**src/rtl/norm_argmax_reader.sv**
```systemverilog
// norm_argmax_reader: consumer end of the normalization stage. It accepts one
// vector of NUM_CLASSES unsigned scores per valid/ready handshake, scans it one
// class per cycle and presents the arg-max result on a valid/ready port.
//
// Ports:
//   clock      rising-edge clock
//   reset      asynchronous active-low reset
//   in_valid   in_vector holds a valid vector
//   in_ready   block can accept a vector (state == IDLE)
//   in_vector  class k at bits [DATA_W*k +: DATA_W]
//   out_valid  result fields are valid
//   out_ready  downstream accepts the result
//   out_class  index of the maximum score (lowest index on a tie)
//   out_score  the maximum score
//   out_tie    another class equals the maximum
//   out_zero   every score was zero
//   out_seq    wrapping result sequence number
module norm_argmax_reader #(
  parameter int unsigned NUM_CLASSES = 8,
  parameter int unsigned DATA_W      = 16,
  parameter int unsigned IDX_W       = $clog2(NUM_CLASSES),
  parameter int unsigned SEQ_W       = 8
) (
  input  logic                          clock,
  input  logic                          reset,
  input  logic                          in_valid,
  output logic                          in_ready,
  input  logic [DATA_W*NUM_CLASSES-1:0] in_vector,
  output logic                          out_valid,
  input  logic                          out_ready,
  output logic [IDX_W-1:0]              out_class,
  output logic [DATA_W-1:0]             out_score,
  output logic                          out_tie,
  output logic                          out_zero,
  output logic [SEQ_W-1:0]              out_seq
);

  typedef enum logic [1:0] {StIdle, StScan, StDone} state_e;

  localparam logic [IDX_W-1:0] LastIdx = IDX_W'(NUM_CLASSES - 1);

  state_e                          state_q;
  logic [DATA_W*NUM_CLASSES-1:0]   vec_q;
  logic [IDX_W-1:0]                scan_idx_q;
  logic [DATA_W-1:0]               best_val_q;
  logic [IDX_W-1:0]                best_idx_q;
  logic                            tie_q;
  logic                            any_nz_q;

  // One comparison step against the currently scanned class.
  logic [DATA_W-1:0] cur_score;
  logic [DATA_W-1:0] nxt_val;
  logic [IDX_W-1:0]  nxt_idx;
  logic              nxt_tie;
  logic              nxt_nz;

  always_comb begin
    cur_score = vec_q[int'(scan_idx_q)*DATA_W +: DATA_W];
    nxt_val   = best_val_q;
    nxt_idx   = best_idx_q;
    nxt_tie   = tie_q;
    nxt_nz    = any_nz_q | (cur_score != '0);
    if (cur_score > best_val_q) begin
      nxt_val = cur_score;
      nxt_idx = scan_idx_q;
      nxt_tie = 1'b0;
    end else if (cur_score == best_val_q) begin
      nxt_tie = 1'b1;  // keep the lower index
    end
  end

  assign in_ready = (state_q == StIdle);

  always_ff @(posedge clock or negedge reset) begin
    if (!reset) begin
      state_q    <= StIdle;
      vec_q      <= '0;
      scan_idx_q <= '0;
      best_val_q <= '0;
      best_idx_q <= '0;
      tie_q      <= 1'b0;
      any_nz_q   <= 1'b0;
      out_valid  <= 1'b0;
      out_class  <= '0;
      out_score  <= '0;
      out_tie    <= 1'b0;
      out_zero   <= 1'b0;
      out_seq    <= '0;
    end else begin
      unique case (state_q)
        StIdle: begin
          if (in_valid) begin
            vec_q      <= in_vector;
            best_val_q <= in_vector[DATA_W-1:0];
            best_idx_q <= '0;
            tie_q      <= 1'b0;
            any_nz_q   <= (in_vector[DATA_W-1:0] != '0);
            scan_idx_q <= IDX_W'(1);
            state_q    <= StScan;
          end
        end
        StScan: begin
          if (scan_idx_q == LastIdx) begin
            // Final comparison lands directly in the output registers.
            out_valid <= 1'b1;
            out_class <= nxt_idx;
            out_score <= nxt_val;
            out_tie   <= nxt_tie;
            out_zero  <= ~nxt_nz;
            state_q   <= StDone;
          end else begin
            best_val_q <= nxt_val;
            best_idx_q <= nxt_idx;
            tie_q      <= nxt_tie;
            any_nz_q   <= nxt_nz;
            scan_idx_q <= scan_idx_q + IDX_W'(1);
          end
        end
        StDone: begin
          if (out_ready) begin
            out_valid <= 1'b0;
            out_seq   <= out_seq + SEQ_W'(1);
            state_q   <= StIdle;
          end
        end
        default: state_q <= StIdle;
      endcase
    end
  end

endmodule

```
**config.mk**
```make
export PLATFORM = sky130hd
export DESIGN_NAME = norm_argmax_reader
export DESIGN_NICKNAME = d
export VERILOG_FILES = /design/src/rtl/norm_argmax_reader.sv
export SDC_FILE = /design/constraint.sdc
export NUM_CORES = 1
export LEC_CHECK = 0
export ABC_CLOCK_PERIOD_IN_PS = 7800
export CAP_MARGIN = 20
export CELL_PAD_IN_SITES_DETAIL_PLACEMENT = 1
export CELL_PAD_IN_SITES_GLOBAL_PLACEMENT = 2
export CORE_MARGIN = 2
export CORE_UTILIZATION = 35
export CTS_CLUSTER_DIAMETER = 30
export DETAILED_ROUTE_END_ITERATION = 16
export PLACE_DENSITY = 0.93
export SYNTH_ARGS = -nofsm -noshare
export SYNTH_HDL_FRONTEND = slang
export SYNTH_SLANG_ARGS = --single-unit
export TNS_END_PERCENT = 30
```
**constraint.sdc**
```tcl
create_clock -name clock -period 7.8 [get_ports clock]
set_input_delay 0.78 -clock clock [delete_from_list [all_inputs] [get_ports clock]]
set_output_delay 0.78 -clock clock [all_outputs]
set_load 0.02 [all_outputs]
```
==> key figures, run 1 <==
Finish
  • N_diodes: 0
  • Design area: 11300 um^2
  • Layout Area Growth over Synthesis: 27.5%
  • Filler instances: 2837
  • Layout Nets: 1209
  • Sequential Area: 4600 um^2
  • Layout cells sized above 1: 8.78%
  • Multi-input logic area: 3980 um^2

STA
  • Worst slew margin: 30.2%
  • RSZ-0062 raised after global routing: no
  • Final Hold Violating Endpoints: 0
  • Final Critical Period: 5.39 ns
  • Setup tns final: 0 ns
  • Clock Skews: 0.0103 ns
  • Pins Over Slew Limit: 0
  • Worst Tran Pin Value: 1.05 ns
  • F_max: 0.185 GHz
  • Final period utilization: 69.1%
  • # setup viols final: 0

Detailed routing
  • Drt total wl: 27500 um
  • Met2 wire len: 13300 um
  • Via density: 5.12
  • Initial DRC count: 572
  • Wire length on met3: 1400 um
  • Routed met1 length: 12200 um
  • DRC violations left: 0
  • Top Layer Used: met4
  • DRT antenna net count: 0
  • DRT Pass-1 Iters: 7
  • Via count: 7167
  • WL/cell: 19.6 um

GRT
  • Antenna violations before repair: 0
  • GRT Total Usage: 21.6%
  • Largest net degree at the start of global routing: 96
  • Grt ovf: 0
  • Global-route wire length before repair: 43500 um
  • Number of global-route vias before repair: 7701

Clock network
  • Clk root buf: clkbuf_16
  • H-tree depth: 4
  • Setup Buffers After CTS: 0
  • CTS sink count: 184
  • Gates resized, CTS repair: 0
  • CTS tree: yes
  • TritonCTS Buffers: 17
  • Reg clk slew, reported paths: 0.07 ns
  • Hold_buf cts: 0
  • Largest buffer count on any clock path: 2
  • Worst-Skew Late Latency: 0.43 ns

Run
  • MaxCap Viol Count: 0

Logic synthesis
  • Yosys warns: 0
  • Ys async rst share: 100%
  • Syn_nets: 1070
  • Post-synth EDFFs: 0
  • Mean Syn Cell Area: 9.66 um^2
  • Synth Cell Area: 8880 um^2
  • Register area share after synthesis: 51.9%
  • Top_reg_cell synth: dfrtp_1
  • Post-Syn Instances: 919
  • Yosys reg bits: 184
  • Count of cell types in the netlist: 45

Die
  • Die Area: 26700 um^2
  • Die Y: 163 um
  • Starting Density: 35.5%
  • Row cnt: 58
  • Chip Width: 163 um
  • Core area: 25000 um^2
  • I/O pin cnt: 163

Min path
  • Worst Hold Class: in2async

Worst setup path
  • CP max FO: 21
  • Flop2flop setup slack: 2.41 ns
  • Crit path arrival time: 5.71 ns
  • WS Path Type: reg2reg
  • CP startpoint kind: flip-flop
  • Setup crit end kind: flip-flop
  • Required @ worst endpoint: 8.11 ns

Power and ir drop
  • VDD IR max: 0.212 mV
  • Power Density: 439 nW/um^2
  • Leakage: 5.38 nW

Placed design
  • Placer Congestion: 0.905
  • Post-Place Cell Area: 10800 um^2
  • Port buffer count: 162
  • HPWL Detailed: 20300 um

Run status
  • Status: completed
[cell usage after synthesis, types with 9 or more instances]
library cell	instances	area, um^2
a21oi_1	15	75.1
clkbuf_1	35	131
dfrtp_1	184	4600
ha_1	19	238
inv_1	19	71.3
mux2_2	16	180
mux2i_1	12	120
mux4_1	15	394
mux4_2	17	383
nand2_1	416	1560
nand2b_1	18	113
nand3_1	9	45.0
nor2_1	21	78.8
o21ai_0	30	150
o221a_2	16	180
[cells in the final DEF (no fill, tap or decap), types with 2 or more instances in the layout]
master and count:
nand2_1 415, dfrtp_1 184, clkdlybuf4s50_1 161, o21ai_0 30, nor2_1 21, inv_1 19, ha_1 19, nand2b_1 18
mux4_2 17, clkbuf_16 17, mux2_2 16, o221a_2 16, mux4_1 15, a21oi_1 15, mux2i_1 12, nand3_1 9
buf_4 8, nor4_1 7, nor3_1 6, or4_1 6, xnor2_1 5, and3_1 4, nand3b_1 4, clkbuf_1 4
nor2b_1 3, o211ai_1 3, a31o_2 3, clkinvlp_4 3, nand4_1 2, xor2_1 2, o22ai_1 2, clkbuf_8 2
clkinv_4 2, inv_6 2, buf_6 2
[kinds of logic after synthesis]
| family | after synthesis | share of synthesized area [%] |
|---|---|---|
| fa+ha+maj | 19 | 2.68 |
| compound gates | 77 | 5.99 |
| simple gates | 501 | 23.0 |
| xor+xnor | 7 | 0.691 |
| mux | 61 | 12.3 |
| flops | 184 | 51.9 |
| buf+inv | 70 | 3.45 |
[worst paths after layout]
kind	start	to	depth (start not counted)
setup reg to reg	scan_idx_q[1]	best_val_q[13]	11
min in group clock	vec_q[71]	vec_q[71]	2
hold reg to reg	vec_q[71]	vec_q[71]	2
setup / recovery	scan_idx_q[1]	best_val_q[13]	11
max in group asynchronous	reset	vec_q[1]	3
hold / removal	reset	out_seq[6]	1
[sequential cells by signal, indices dropped and copies added (netlist names)]
name        cells
best_idx_q      3
out_valid       1
out_score      16
out_tie         1
scan_idx_q      3
state_q         2
out_seq         8
any_nz_q        1
out_zero        1
vec_q         128
best_val_q     16
tie_q           1
out_class       3
[power by group]
part	internal [mW]	leakage (nW)	total [mW]	switching, mW
clock network	0.460	0.264	0.841	0.381
registers	1.39	2.28	1.76	0.367
logic	1.06	2.83	2.38	1.32
[critical path: stages, from the launching register on]
cell	delay, ns
dfrtp_1	1.03
buf_4	0.40
mux4_1	0.61
mux2_2	0.33
ha_1	0.29
nand2_1	0.08
o21ai_0	0.18
a21oi_1	0.08
o21ai_0	0.26
o21a_1	0.78
nand2_1	0.71
o221a_2	0.50
[cell type report]
| cell class | count | area share, % |
|---|---|---|
| Sequential cell | 184 | 40.7 |
| Multi-Input combinational cell | 665 | 35.1 |
| Timing Repair Buffer | 171 | 15.0 |
| Clock buffer | 23 | 4.13 |
| Tap cell | 330 | 3.65 |
| Clock inverter | 9 | 0.818 |
| Inverter | 19 | 0.630 |
[per-layer routing]
metal  GRT usage, %  vias up
met1           29.0     3551
met4           5.63        0
met2           36.2      233
li1               -     3343
met5              0        -
met3           4.01       40
[metrics by stage]
stage	std cells	setup slack [ns]	util [%]	power (mW)	hold WS, ns
after global placement	1368	2.66	42.9	4.01	0.453
after CTS	1401	2.49	45.2	4.99	0.324
final	1401	2.41	45.2	4.97	0.304
after global routing	1401	2.06	45.2	5.32	0.347
after detailed placement	1369	2.53	43.0	4.12	0.462
after floorplan	919	4.46	-	3.26	0.437
No activity file was read; power rests on OpenSTA's default activity.
==> inputs of run 2 (changes only) <==
--- a/config.mk
+++ b/config.mk
@@ -5,15 +5,15 @@
 export SDC_FILE = /design/constraint.sdc
 export NUM_CORES = 1
 export LEC_CHECK = 0
-export ABC_CLOCK_PERIOD_IN_PS = 7800
+export ABC_CLOCK_PERIOD_IN_PS = 5300
 export CAP_MARGIN = 20
 export CELL_PAD_IN_SITES_DETAIL_PLACEMENT = 1
 export CELL_PAD_IN_SITES_GLOBAL_PLACEMENT = 2
 export CORE_MARGIN = 2
-export CORE_UTILIZATION = 35
+export CORE_UTILIZATION = 33
 export CTS_CLUSTER_DIAMETER = 30
 export DETAILED_ROUTE_END_ITERATION = 16
-export PLACE_DENSITY = 0.93
+export PLACE_DENSITY = 0.89
 export SYNTH_ARGS = -nofsm -noshare
 export SYNTH_HDL_FRONTEND = slang
 export SYNTH_SLANG_ARGS = --single-unit
==> constraint.sdc (replaced) <==
create_clock -name clock -period 5.3 [get_ports clock]
set_input_delay 0.53 -clock clock [delete_from_list [all_inputs] [get_ports clock]]
set_output_delay 0.53 -clock clock [all_outputs]
set_load 0.02 [all_outputs]
==> key figures, run 2 (synthesis gave the netlist of run 1 again) <==
Run status
  • Status: completed

Die
  • Row cnt: 60
  • Core area: 26700 um^2
  • Chip Width: 168 um
  • Die Area: 28200 um^2
  • I/O pin cnt: 163
  • Die Y: 168 um
  • Starting Density: 33.3%

GRT
  • GR Util met1: 27.9%
  • Met3 Track Usage GR: 4.04%
  • GRT Max-Usage Layer: met2
  • GRT Total Usage: 20.4%
  • Grt ovf: 0
  • Number of global-route vias before repair: 7743
  • Global-route wire length before repair: 44000 um
  • Met2 GRT Util: 33.0%
  • Antenna violations before repair: 0
  • Largest net degree at the start of global routing: 98

Worst setup path
  • Flop2flop setup slack: 0.75 ns
  • CP max FO: 20
  • Critical path launch point: scan_idx_q[1]
  • WS Path Type: reg2reg
  • RR Startpoint: scan_idx_q[1]
  • Required @ worst endpoint: 5.61 ns
  • Crit path arrival time: 4.86 ns
  • CP startpoint kind: flip-flop
  • Setup crit end kind: flip-flop

Clock network
  • Hold_buf cts: 0
  • TritonCTS Buffers: 17
  • Reg clk slew, reported paths: 0.07 ns
  • H-tree depth: 4
  • Gates resized, CTS repair: 0
  • Worst-Skew Late Latency: 0.43 ns
  • CTS tree: yes
  • CTS sink count: 184
  • Largest buffer count on any clock path: 2
  • Setup Buffers After CTS: 0
  • Clk root buf: clkbuf_16

Placed design
  • Port buffer count: 162
  • HPWL Detailed: 21100 um
  • Placer Congestion: 0.816
  • Post-Place Cell Area: 10800 um^2
  • Post-place setup slack: 0.822 ns
  • Placed cell count: 1386

STA
  • Final Critical Period: 4.55 ns
  • # setup viols final: 0
  • Final period utilization: 85.8%
  • Final worst slack: 0.753 ns
  • RSZ-0062 raised after global routing: no
  • Hold Slack: 0.195 ns
  • Worst Tran Pin Value: 0.911 ns
  • F_max: 0.220 GHz
  • Final Hold Violating Endpoints: 0
  • Setup tns final: 0 ns
  • Worst slew margin: 39.3%
  • Pins Over Slew Limit: 0
  • Clock Skews: 0.00979 ns

Detailed routing
  • WL/cell: 19.7 um
  • DRT Pass-1 Iters: 4
  • DRT antenna net count: 0
  • Drt total wl: 28000 um
  • Via density: 5.07
  • DRC violations left: 0
  • Via count: 7186
  • Initial DRC count: 508

Power and ir drop
  • VDD IR max: 0.375 mV
  • Leakage: 5.43 nW
  • Power, Total: 7.35 mW
  • Power Density: 645 nW/um^2

Min path
  • Worst Hold Class: in2async

Finish
  • Most frequent cells in the layout: nand2_1, dfrtp_1, clkdlybuf4s50_1
  • Layout Nets: 1215
  • Layout cells sized above 1: 9.47%
  • N_diodes: 0
  • Biggest regs: vec_q x128, best_val_q x16, out_score x16
  • Reg with most FFs: vec_q
  • Design area: 11400 um^2
  • Most common cell after layout, fill and taps aside: nand2_1
  • Layout Area Growth over Synthesis: 28.4%
  • Util after Layout: 42.8%
  • Max reg flops: 128
  • Non-Filler Instances: 1418

Run
  • MaxCap Viol Count: 0
[run 2: cell count changes in the layout (fill, tap and decap cells not counted), sizes merged]
cell	change
buf	+6
clkinvlp	-3
clkinv	+4
clkbuf	-1
[run 2: power breakdown]
| part | switching [mW] | internal (mW) | total, mW |
|---|---|---|---|
| clock | 0.563 | 0.688 | 1.25 |
| sequential | 0.556 | 2.04 | 2.60 |
| combinational | 1.90 | 1.60 | 3.50 |
[run 2: layer usage]
metal	part of all wire (%)	routed length, um
met1	45	12700
met2	48	13300
met3	4.6	1300
met4	2.3	648
met5	0	0
[run 2: path summary, 6_finish.rpt]
check / endpoint / depth (start not counted)
max reg2reg: best_val_q[15] / 12
min reg2reg: out_seq[7] / 1
max: best_val_q[15] / 12
min in group clock: out_seq[7] / 1
min: vec_q[48] / 1
max in group asynchronous: out_seq[0] / 2
[run 2: worst max-delay path, cell delays in order, from the launching register on]
cell     delay [ns]
dfrtp_1        0.78
buf_4          0.30
mux4_1         0.57
mux2_2         0.32
ha_1           0.30
nand2_1        0.08
o21ai_0        0.17
a21oi_1        0.09
o21ai_0        0.31
o21a_1         0.16
buf_4          0.29
nand2_1        0.52
o221a_2        0.50
[run 2: final cells by class]
type | instances | area (um^2)
Timing Repair Buffer | 177 | 1750
Tap cell | 341 | 427
Sequential cell | 184 | 4600
Clock buffer | 22 | 474
Clock inverter | 10 | 93.8
Fill cell | 2998 | 15300
Multi-Input combinational cell | 665 | 3980
Inverter | 19 | 71.3
